`src/rtl/fetch_pkg.sv`:
```
// fetch_pkg: shared types for the instruction-fetch sequencer.
package fetch_pkg;
   localparam int XLEN = 32;
   typedef enum logic [1:0] {FETCH = 2'd0, HALTED = 2'd1, DONE = 2'd2} fetch_state_t;
   typedef struct packed {
      logic [XLEN-1:0] pc;
      logic [XLEN-1:0] instr;
   } fetch_entry_t;
endpackage

```
`src/rtl/fetch_if.sv`:
```
// fetch_if: ROM, decode handshake and control signals of the fetch sequencer.
interface fetch_if #(parameter int N = 32);
   logic [N-1:0] imem_pc, imem_instr, out_instr, out_pc, redirect_pc;
   logic out_valid, out_ready, redirect_valid, halt;
   logic [1:0] fetch_state;
   modport master (
      output imem_pc, out_valid, out_instr, out_pc, fetch_state,
      input imem_instr, out_ready, redirect_valid, redirect_pc, halt
   );
   modport slave (
      input imem_pc, out_valid, out_instr, out_pc, fetch_state,
      output imem_instr, out_ready, redirect_valid, redirect_pc, halt
   );
endinterface

```
`src/rtl/fetch_fifo.sv`:
```
// fetch_fifo: in-order prefetch queue with flush; push and pop may coincide when full.
module fetch_fifo
   import fetch_pkg::*;
#(
   parameter int DEPTH = 4,
   parameter type T = fetch_entry_t
) (
   input  logic clk,
   input  logic rst,
   input  logic flush,
   input  logic push,
   input  logic pop,
   input  T     din,
   output T     dout,
   output logic full,
   output logic empty,
   output logic [$clog2(DEPTH):0] count
);
   localparam int AW = $clog2(DEPTH);
   localparam int CW = AW + 1;
   T mem [DEPTH];
   logic [AW-1:0] rd, wr;
   always_ff @(posedge clk) if (push) mem[wr] <= din;
   always_ff @(posedge clk) begin
      if (rst || flush) begin
         rd    <= '0;
         wr    <= '0;
         count <= '0;
      end else begin
         if (push) wr <= wr + 1'b1;
         if (pop) rd <= rd + 1'b1;
         count <= count + CW'(push) - CW'(pop);
      end
   end
   assign dout  = mem[rd];
   assign full  = count == CW'(DEPTH);
   assign empty = count == '0;
endmodule

```
`src/rtl/fetch_sequencer.sv`:
```
// fetch_sequencer: owns the PC, fetches words from a combinational ROM into a
// prefetch FIFO and hands them to decode; handles redirect, halt and end-of-program.
module fetch_sequencer
   import fetch_pkg::*;
#(
   parameter int N = XLEN,
   parameter int INS = 1000,
   parameter int DEPTH = 4,
   parameter logic [N-1:0] RESET_PC = '0
) (
   input logic clk,
   input logic rst,
   fetch_if.master bus
);
   localparam logic [1:0] S_FETCH  = 2'(FETCH);
   localparam logic [1:0] S_HALTED = 2'(HALTED);
   localparam logic [1:0] S_DONE   = 2'(DONE);
   localparam logic [N-1:0] LAST   = N'(INS - 1);
   localparam logic [N-1:0] END_PC = N'(INS);
   logic [N-1:0] pc;
   logic [1:0] state, state_n;
   logic push, pop, full, empty;
   logic [$clog2(DEPTH):0] count;
   fetch_entry_t entry, head;
   // A redirect discards the same-cycle pop; a full FIFO still accepts when it pops.
   assign pop   = bus.out_ready && count != '0 && !bus.redirect_valid;
   assign push  = state == S_FETCH && !bus.halt && !bus.redirect_valid && (!full || pop);
   assign entry = '{pc: pc, instr: bus.imem_instr};
   always_comb begin
      state_n = bus.redirect_valid ?
                  (bus.redirect_pc >= END_PC ? S_DONE :
                   (state == S_HALTED || bus.halt) ? S_HALTED : S_FETCH) :
                state == S_FETCH  ? (bus.halt ? S_HALTED : (push && pc == LAST) ? S_DONE : S_FETCH) :
                state == S_HALTED ? (bus.halt ? S_HALTED : S_FETCH) : S_DONE;
   end
   always_ff @(posedge clk) begin
      if (rst) begin
         pc    <= RESET_PC;
         state <= RESET_PC >= END_PC ? S_DONE : S_FETCH;
      end else begin
         pc    <= bus.redirect_valid ? bus.redirect_pc : push ? pc + N'(1) : pc;
         state <= state_n;
      end
   end
   fetch_fifo #(.DEPTH(DEPTH), .T(fetch_entry_t)) u_fifo (
      .clk(clk), .rst(rst), .flush(bus.redirect_valid), .push(push), .pop(pop),
      .din(entry), .dout(head), .full(full), .empty(empty), .count(count)
   );
   assign bus.imem_pc     = pc;
   assign bus.out_valid   = !empty;
   assign bus.out_instr   = head.instr;
   assign bus.out_pc      = head.pc;
   assign bus.fetch_state = state;
endmodule

```
`src/flat_wrapper.sv`:
```
// flat-port wrapper written by rule: the top's interface ports become plain ports
module fetch_sequencer_flat import fetch_pkg::*;
#(
   parameter int N = XLEN,
   parameter int INS = 1000,
   parameter int DEPTH = 4,
   parameter logic [N-1:0] RESET_PC = '0
)
  (clk, rst, bus_imem_pc, bus_out_valid, bus_out_instr, bus_out_pc, bus_fetch_state, bus_imem_instr, bus_out_ready, bus_redirect_valid, bus_redirect_pc, bus_halt);
  fetch_if #(.N(N)) bus_i ();
  input logic clk;
  input logic rst;
  output wire logic [$bits(bus_i.imem_pc)-1:0] bus_imem_pc;
  output wire logic [$bits(bus_i.out_valid)-1:0] bus_out_valid;
  output wire logic [$bits(bus_i.out_instr)-1:0] bus_out_instr;
  output wire logic [$bits(bus_i.out_pc)-1:0] bus_out_pc;
  output wire logic [$bits(bus_i.fetch_state)-1:0] bus_fetch_state;
  input wire logic [$bits(bus_i.imem_instr)-1:0] bus_imem_instr;
  input wire logic [$bits(bus_i.out_ready)-1:0] bus_out_ready;
  input wire logic [$bits(bus_i.redirect_valid)-1:0] bus_redirect_valid;
  input wire logic [$bits(bus_i.redirect_pc)-1:0] bus_redirect_pc;
  input wire logic [$bits(bus_i.halt)-1:0] bus_halt;
  assign bus_imem_pc = bus_i.imem_pc;
  assign bus_out_valid = bus_i.out_valid;
  assign bus_out_instr = bus_i.out_instr;
  assign bus_out_pc = bus_i.out_pc;
  assign bus_fetch_state = bus_i.fetch_state;
  assign bus_i.imem_instr = bus_imem_instr;
  assign bus_i.out_ready = bus_out_ready;
  assign bus_i.redirect_valid = bus_redirect_valid;
  assign bus_i.redirect_pc = bus_redirect_pc;
  assign bus_i.halt = bus_halt;
  fetch_sequencer #(.N(N), .INS(INS), .DEPTH(DEPTH), .RESET_PC(RESET_PC)) u_core (.clk(clk), .rst(rst), .bus(bus_i));
endmodule
```
`config.mk`:
```
export PLATFORM = sky130hd
export DESIGN_NAME = fetch_sequencer_flat
export DESIGN_NICKNAME = d
export VERILOG_FILES = /design/src/rtl/fetch_pkg.sv /design/src/rtl/fetch_if.sv /design/src/rtl/fetch_fifo.sv /design/src/rtl/fetch_sequencer.sv /design/src/flat_wrapper.sv
export SDC_FILE = /design/constraint.sdc
export NUM_CORES = 1
export LEC_CHECK = 0
export CORE_UTILIZATION = 49
export DETAILED_ROUTE_END_ITERATION = 6
export GPL_ROUTABILITY_DRIVEN = 1
export MAX_ROUTING_LAYER = met4
export PLACE_DENSITY = 0.76
export SKIP_LAST_GASP = 1
export SYNTH_ARGS = -nofsm -noshare
export SYNTH_HDL_FRONTEND = slang
export SYNTH_SLANG_ARGS = --single-unit
```
`constraint.sdc`:
```
create_clock -name clk -period 3.9 [get_ports clk]
set_input_delay 0.975 -clock clk [delete_from_list [all_inputs] [get_ports clk]]
set_output_delay 0.975 -clock clk [all_outputs]
set_load 0.05 [all_outputs]
```
; Yosys cells after proc, flatten, opt, wreduce, memory -nomap -nowiden
; Memories as Yosys holds them, arrays and structs flattened. A register that Yosys moved wholly into a read port is not among the register bits.
; Index checks and enable logic that the tools add are counted.
[op_classes]
n_addsub = 5
multipliers = 0
div_mod_pow = 0
magnitude_cmp = 1
eq_ne = 3
shift = 0
mux = 14
n_bitwise = 0
n_reduce_logical = 17
[ops]
columns = op, count
row1 = 32-bit 2-to-1 mux, 2
row2 = "32-bit by 1-bit adder with 32-bit output, second input constant", 1
row3 = "32-bit by 10-bit == test with 1-bit output, second input constant", 1
row4 = "32-bit by 10-bit >= comparator with 1-bit output, second input constant", 1
row5 = 2-bit 2-to-1 mux, 8
row6 = 1-bit logical AND, 6
row7 = "2-bit by 1-bit adder with 2-bit output, second input constant", 2
row8 = 1-bit logical NOT, 4
row9 = 1-bit 2-to-1 mux, 4
row10 = 3-bit by 1-bit adder with 3-bit output, 1
row11 = "3-bit == test, second input constant", 1
row12 = 3-bit logical NOT, 1
row13 = 1-bit logical OR, 3
row14 = 3-bit nonzero test, 1
row15 = 3-bit by 1-bit subtractor with 3-bit output, 1
row16 = "2-bit by 1-bit == test with 1-bit output, second input constant", 1
row17 = 2-bit logical NOT, 1
row18 = 2-bit nonzero test, 1
[totals]
reg_bits = 41
latch_bits = 0
mem_bits_rw = 256
mem_bits_ro = 0
input_bits = 69
out_inout_bits = 99
elab_cells = 46
memories = 1
[mem_list]
columns = memory, depth, width, rd, rd_clocked_by_memory_dff, wr, line
row1 = u_core.u_fifo.mem, 4, 64, 1, 1, 1, fetch_fifo.sv:21  ; T mem [DEPTH];

; Logic depth before layout (Yosys ltp)
; Gate-level depths: netlist (run 1).
[depth]
word_depth = 10
mapped_depth = 13
depth_no_buf = 11

; Hierarchy
; Synthesis (run 1) repeated with hierarchy kept, for this count alone.
[hier_totals]
hier_cells = 648
area_unflattened_um2 = 11986.5
[by_module_without_submodules]
columns = module, n_inst, cells_each, area_per_inst_um2, seq_area_each_um2
row1 = fetch_fifo, 1, 380, 9761.9, 7867.5
row2 = fetch_sequencer, 1, 268, 2224.6, 680.7

; Worst setup path before layout (run 1)
; No wires, ideal clock.
[synth_path]
path_kind = input -> register
startpoint = input port bus_redirect_valid
endpoint = memory u_core.u_fifo.mem[1][0] (netlist name), enable pin
setup_ns = 0.429
arrival_time_ns = 3.374
required_ns = 3.471
path_slack_ns = 0.097
path_stages = 5
path_buffers = 3
path_cell_list = buf_2 > buf_2 > buf_1 > nor3_1 > and2_1
[synth_via]
elab_chain_cells = 6
word_cells_on_any_way = 7
cone_classes = 2 x mux / 5 x reduce/logical
[synth_rtl]
columns = item, line
row1 = start: declaration, flat_wrapper.sv:20  ; input wire logic [$bits(bus_i.redirect_valid)-1:0] bus_redirect_valid;
row2 = 1-bit logical NOT *, "fetch_sequencer.sv:26, fetch_sequencer.sv:27"
row3 = 1-bit logical AND, fetch_sequencer.sv:26  ; assign pop = bus.out_ready && count != '0 && !bus.redirect_valid;
row4 = 1-bit logical OR, fetch_sequencer.sv:27  ; assign push = state == S_FETCH && !bus.halt && !bus.redirect_valid && (!full || pop);
row5 = 1-bit logical AND *, fetch_sequencer.sv:27
row6 = 1-bit 2-to-1 mux *, fetch_fifo.sv:23  ; always_ff @(posedge clk) if (push) mem[wr] <= din;
row7 = 1-bit 2-to-1 mux (implied by the code) *, fetch_fifo.sv:23
row8 = end: declaration, fetch_fifo.sv:21
; Mark *: on every way between the ends. The rest lies on a longest branch, timed or not.

==> results of run 1 <==
==> power by group through the flow <==
stage / Combinational (W) / Sequential [W] / Clock, W
floorplan: 0.000244 / 0.00373 / 0
global placement: 0.000559 / 0.00367 / 0
detailed placement: 0.000565 / 0.00367 / 0
CTS: 0.000568 / 0.00360 / 0.00283
global route: 0.000596 / 0.00361 / 0.00296
finish: 0.000566 / 0.00360 / 0.00278
==> Yosys cell counts, drive strengths merged, types with 6 or more instances <==
master and instances:
mux4 64, a21oi 6, and3 10, nor3 9
nand4 21, nand2 15, clkbuf 19, edfxtp 256
and2 8, buf 17, a211oi 13, ha 7
o21ai 16, or3 6, dfxtp 43, xnor2 8
inv 15, nor2 37, nand3 16, a311oi 7
nor4 22, and4 8
==> cells by family after synthesis <==
| family | Yosys count | share of synthesized area |
|---|---|---|
| adders and majority gates | 8 | 0.008904 |
| muxes | 64 | 0.1193 |
| buffers and inverters | 52 | 0.01895 |
| xor gates and xnor gates | 11 | 0.007973 |
| AOI/OAI and AO/OA | 77 | 0.04939 |
| and+or+nand+nor | 176 | 0.08811 |
| DFF | 299 | 0.7074 |
==> final cells by class <==
cell class,count,share of cell area
tap,324,0.02659
inverter,16,0.003939
sequential,299,0.5611
clock inverter,15,0.009683
clock buffer,38,0.05244
timing repair buffer,189,0.1287
multi-input combinational,336,0.2175
==> worst reg2reg max path, delay by kind of cell (launching register included) <==
family	cells	cell delay [ns]
adder cells (fa/ha/maj)	3	0.71
flip-flops	1	0.39
buffers and inverters	3	0.19
AND/OR/NAND/NOR	3	0.80
XOR/XNOR	2	0.32
==> per-stage QoR <==
step	total power [W]	cells	utilization	instance area, um^2
floorplan	0.003973	687	-	12080
global placement	0.004226	1164	0.5897	14300
detailed placement	0.004236	1164	0.5897	14300
CTS	0.007002	1217	0.6288	15250
global route	0.007164	1217	0.6288	15250
finish	0.006949	1217	0.6288	15250
==> worst max path at each step <==
stage	start	end	slack [ns]	cells past startpoint
6_report	flop	bus_out_pc[23]	0.19	3
5_1_grt	flop	bus_out_pc[29]	0.07	3
4_1_cts	flop	bus_out_pc[23]	0.13	3
3_5_place_dp	bus_halt	u_core.u_fifo.count[2]$_SDFF_PP0_	0.30	12
3_3_place_gp	bus_halt	u_core.u_fifo.count[2]$_SDFF_PP0_	0.42	12
2_1_floorplan	bus_redirect_valid	u_core.u_fifo.mem[1][0]$_DFFE_PP_	0.1	5
==> registers in the layout, indices dropped and copies added (netlist names), named ones only <==
register / count
u_core.bus.imem_pc: 32
u_core.u_fifo.rd: 2
u_core.u_fifo.count: 3
u_core.u_fifo.wr: 2
u_core.bus.fetch_state: 2
u_core.u_fifo.mem: 256
==> per-layer routing <==
metal | track usage | up-vias
met5 | - | -
met3 | 0.03673 | 36
li1 | - | 3205
met2 | 0.3319 | 307
met4 | 0.06294 | 0
met1 | 0.3199 | 3684
==> impl_metrics.ini, run 1 <==
[clocking]
cts_buffer_depth = 3
hold_buffers = 0
htreeDepth = 1
cts_made_buffers = 29
cts_tree = yes
post-cts-setup-buffer-count = 0
cts.clk_slew.worst_paths_ns = 0.07
cts_root_buffer = clkbuf_16
cts_resized = 0
clock_latency_ns = 0.55
clkSinkCount = 299

[worst_setup_path]
worst-path-buf-inv = 2
worstSetupStartpointType = flop
worst-r2r-cell-count = 11
path_class = flop to primary output
cp_cell_sequence = buf_12 > mux4_2 > clkdlybuf4s50_1
critPathMaxFanout = 31
critPathCaptureType = primary output
required_ns = 2.92
cp.arrival_ns = 2.73
ff2ff_setup_slack_ns = 1.40
crit_slowest_cell = clkdlybuf4s50_1
cpPeakStageDelay_ns = 0.75
path_delay_family = buffers and inverters
r2r_end = u_core.u_fifo.count[2]$_SDFF_PP0_
worstReg2RegStart = u_core.u_fifo.count[1]$_SDFF_PP0_

[floorplan]
rows = 57
die_area_um2 = 25290
ios = 168
start_util = 0.4983
fp.dieH_um = 159.0
fp.dieW_um = 159.0
fp.coreArea_um2 = 24250

[detailed_routing]
num_vias = 7232
routedWlPerCell_um = 22.25
dr.first_iter.drc_count = 735
wl_um = 27080
met2_length_um = 12590
ant_nets = 0
route.detailed.drc = 0
drt-met1-wl_um = 12200
wl_met3_um = 1802
drtPass1Iterations = 5
viasPerCell = 5.942
top_layer_used = met4

[global_route]
grt_pass1_wl_um = 42210
grt_max_degree = 46
grt_usage = 0.2229
grt_overflow = 0
grt_pass1_vias = 7249
antenna_found_initial = 0

[sta]
hold_viol = 0
max_freq_ghz = 0.2698
tightest_slew_ns = 0.8641
fin_worst_skew_ns = 0.01457
fin_setup_tns_ns = 0
post-route-period-util = 0.9503
slew_headroom = 0.4186
drv_slew = 0
rsz0062_at_grt = no
postLayoutSetupSlackWorst_ns = 0.1938
setup_viol = 0
whs_ns = 0.5522
period_minus_slack_ns = 3.706

[finish]
num-nets-final = 948
multi_input_area_um2 = 3317
nFillCells = 1743
final_common_cell = edfxtp_1
drive_gt1_frac = 0.1646
regArea_um2 = 8556
n_antenna_cell = 0
area_growth_pct = 26.17
final_cell_mix = edfxtp_1, clkdlybuf4s50_1, mux4_2, dfxtp_1, nor2_1

[power]
internal-power_w = 0.005389
clockPowerShare = 0.400
pwr-share-seq = 0.519
ir_worst_vdd_mv = 0.2438
switchingPower_w = 0.001560
power_density_nw_per_um2 = 455.8
pwr-share-comb = 0.081
p_sw_frac = 0.2245
p_leak_nw = 4.839

[synthesis]
ys_dominant_reg_cell = edfxtp_1
synth_cell_type_count = 66
syn_avg_cell_area_um2 = 17.59
synth-seq-cells = 299
synth_area_leaders = edfxtp_1, mux4_2, dfxtp_1
ys_seq_area_frac = 0.7074
synth_top_cell_area_share = 0.6362
syn_inst = 687
synth_warnings = 0
syn_nets = 764
synth_top_area_cell = edfxtp_1
syn_area_um2 = 12080
synth_edf_count = 256
async_flop_share = 0

[place]
placement.io_buffers = 167
place_congestion = 0.8528
dp_slack_ns = 0.2985
place_hpwl_um = 17450

[run]
drv_cap = 0

[worst_hold_path]
min_to = u_core.u_fifo.rd[1]$_SDFFE_PP0P_
holdPathStages = 2
hold_class = flop to flop
hold_start = u_core.u_fifo.rd[1]$_SDFFE_PP0P_

[outcome]
status = completed
No activity file was read; power rests on OpenSTA's default activity.
==> run 2: changes to the inputs <==
--- a/config.mk
+++ b/config.mk
@@ -5,12 +5,12 @@
 export SDC_FILE = /design/constraint.sdc
 export NUM_CORES = 1
 export LEC_CHECK = 0
-export CORE_UTILIZATION = 49
+export CORE_UTILIZATION = 30
 export DETAILED_ROUTE_END_ITERATION = 6
 export GPL_ROUTABILITY_DRIVEN = 1
 export MAX_ROUTING_LAYER = met4
-export PLACE_DENSITY = 0.76
 export SKIP_LAST_GASP = 1
 export SYNTH_ARGS = -nofsm -noshare
 export SYNTH_HDL_FRONTEND = slang
+export SYNTH_HIERARCHICAL = 1
 export SYNTH_SLANG_ARGS = --single-unit
==> run 2 against run 1 <==
  * Clock power grew 15%
  * Via count shrank 9.4%
  * Die area grew 61%
  * Synthesized cell count shrank 5.7%
  * Sequential share of layout area shrank 1.1 points
  * Critical path depth is the same
  * Cell count grew 14%
  * Non-clock buffer count grew 4
  * Worst setup slack lost 0.0045 ns
==> impl_metrics.ini, run 2 <==
[place]
placement.io_buffers = 167
place_hpwl_um = 19010
place_congestion = 0.7888

[clocking]
cts_buffer_depth = 3
cts_resized = 0
post-cts-setup-buffer-count = 0
hold_buffers = 0
clkSinkCount = 299
htreeDepth = 2
cts_root_buffer = clkbuf_16
clock_latency_ns = 0.51
cts_made_buffers = 35
cts.clk_slew.worst_paths_ns = 0.06
cts_tree = yes

[sta]
slew_headroom = 0.5245
fin_setup_tns_ns = 0
hold_viol = 0
fin_worst_skew_ns = 0.009895
max_freq_ghz = 0.2695
tightest_slew_ns = 0.7067
whs_ns = 0.5250
period_minus_slack_ns = 3.711
rsz0062_at_grt = no
setup_viol = 0
drv_slew = 0
post-route-period-util = 0.9515

[global_route]
grt_max_degree = 44
grt_use_met1 = 0.2003
met2_usage = 0.2213
grt_usage = 0.1453
grtUsageMet3 = 0.02370
grt_pass1_wl_um = 43040
top_usage_layer = met2
grt_pass1_vias = 6757
grt_overflow = 0
antenna_found_initial = 0

[synthesis]
syn_area_um2 = 11990
synth_top_area_cell = edfxtp_1
synth_top_cell_area_share = 0.6413
synth_most_common_cell = edfxtp_1
synth_warnings = 6
syn_inst = 648
async_flop_share = 0
syn_avg_cell_area_um2 = 18.50
synth-seq-cells = 299
ys_seq_area_frac = 0.7132
synth_edf_count = 256
synth_common_cells = edfxtp_1, mux4_2, dfxtp_1
synth_cell_type_count = 56
synth_area_leaders = edfxtp_1, mux4_2, dfxtp_1
syn_nets = 725
ys_dominant_reg_cell = edfxtp_1

[floorplan]
start_util = 0.3073
fp.coreArea_um2 = 39010
ios = 168
fp.dieW_um = 201.9
fp.dieH_um = 201.9
rows = 72
die_area_um2 = 40760

[worst_setup_path]
cpPeakStageDelay_ns = 0.72
critPathCaptureType = primary output
cp_cell_sequence = buf_4 > mux4_2 > clkdlybuf4s50_1
path_delay_family = buffers and inverters
critPathMaxFanout = 14
worst-path-buf-inv = 2
required_ns = 2.92
cp.arrival_ns = 2.74
path_class = flop to primary output
crit_slowest_cell = clkdlybuf4s50_1
worstReg2RegStart = u_core/u_fifo/count[1]$_SDFF_PP0_
worstSetupStartpointType = flop

[detailed_routing]
wl_um = 28500
num_vias = 6553
routedWlPerCell_um = 20.55
ant_nets = 0
dr.first_iter.drc_count = 358
drtPass1Iterations = 4
route.detailed.drc = 0
viasPerCell = 4.725

[worst_hold_path]
hold_start = u_core/u_fifo/rd[1]$_SDFFE_PP0P_
hold_class = flop to flop

[finish]
largest-register = u_core/u_fifo/mem
n_antenna_cell = 0
final_cell_mix = edfxtp_1, clkdlybuf4s50_1, mux4_2, dfxtp_1, clkbuf_16
largest_reg_flops = 256
area_growth_pct = 29.67
final_common_cell = edfxtp_1
drive_gt1_frac = 0.1853
num-nets-final = 923

[power]
ir_worst_vdd_mv = 0.2509
p_leak_nw = 4.987
power_density_nw_per_um2 = 478.7

[run]
drv_cap = 0

[outcome]
status = completed
==> run 2: cell count changes in the layout (fill, tap and decap cells not counted), moves of 7 or more <==
cell       previous run  this run
o21ai_0              16         0
nand4_1              19        10
xor2_1                3        12
clkbuf_16            29        37
inv_1                15        23
xnor2_1               8        16
nand3_1              16         9
nor2_1               37        30
o21a_1                2         9
==> run 2: metal layers <==
metal,wire (um),vias up,part of all wire
met1,13390,3325,0.47
met5,0,-,0
met4,532,0,0.019
met3,1205,35,0.042
met2,13380,196,0.47
li1,-,2997,-
==> run 2: cell families (layout without fill, tap and decap cells) <==
logic type	Yosys count	count (layout)	synth area share
simple gates	136	136	0.06806
buf+inv	56	277	0.02965
mux	67	67	0.1240
xor+xnor	29	29	0.02244
compound gates	53	53	0.03372
fa+ha+maj	8	8	0.008977
flops	299	299	0.7132
==> run 2: power by group <==
part	leakage [nW]	total (W)	switching, W	internal, W
sequential	2.69	0.00362	0.0000835	0.00354
clock	0.561	0.00321	0.00122	0.00198
combinational	1.73	0.000608	0.000369	0.000239
==> run 2: metrics by stage <==
stage	std cells	setup WS (ns)	area, um^2	utilization	power, W
3_5_place_dp	1327	0.5485	14400	0.3693	0.004305
2_1_floorplan	648	0.4189	11990	-	0.004010
6_report	1387	0.1893	15540	0.3984	0.007439
4_1_cts	1387	0.1116	15540	0.3984	0.007542
3_3_place_gp	1327	0.4912	14400	0.3693	0.004301
5_1_grt	1387	0.07528	15540	0.3984	0.007697
==> run 2: tightest hold or removal path: stages, from the launching register on <==
cell,delay [ns]
dfxtp_1,0.31
nand3b_1,0.10
a21oi_1,0.07
==> run 2: final timing paths <==
check	to	slack (ns)	cells after the start
setup reg to reg	u_core/bus.imem_pc[25]$_SDFFE_PP0P_	1.32	9
hold / removal	flop	0.52	2
hold reg to reg	flop	0.52	2
setup / recovery	bus_out_pc[7]	0.19	3
==> run 2: final cells by class <==
class | instances | area, um^2
tap | 518 | 648.1
clock inverter | 19 | 197.7
multi-input combinational | 293 | 3093
sequential | 299 | 8556
clock buffer | 41 | 940.9
inverter | 24 | 90.09
timing repair buffer | 193 | 2017
fill | 3557 | 23470
==> run 3: changes to the inputs <==
--- a/config.mk
+++ b/config.mk
@@ -10,6 +10,7 @@
 export GPL_ROUTABILITY_DRIVEN = 1
 export MAX_ROUTING_LAYER = met4
 export SKIP_LAST_GASP = 1
+export SLEW_MARGIN = 20
 export SYNTH_ARGS = -nofsm -noshare
 export SYNTH_HDL_FRONTEND = slang
 export SYNTH_HIERARCHICAL = 1
==> results of run 3 <==
Final layout, timing and power as in run 2 (identical DEF).
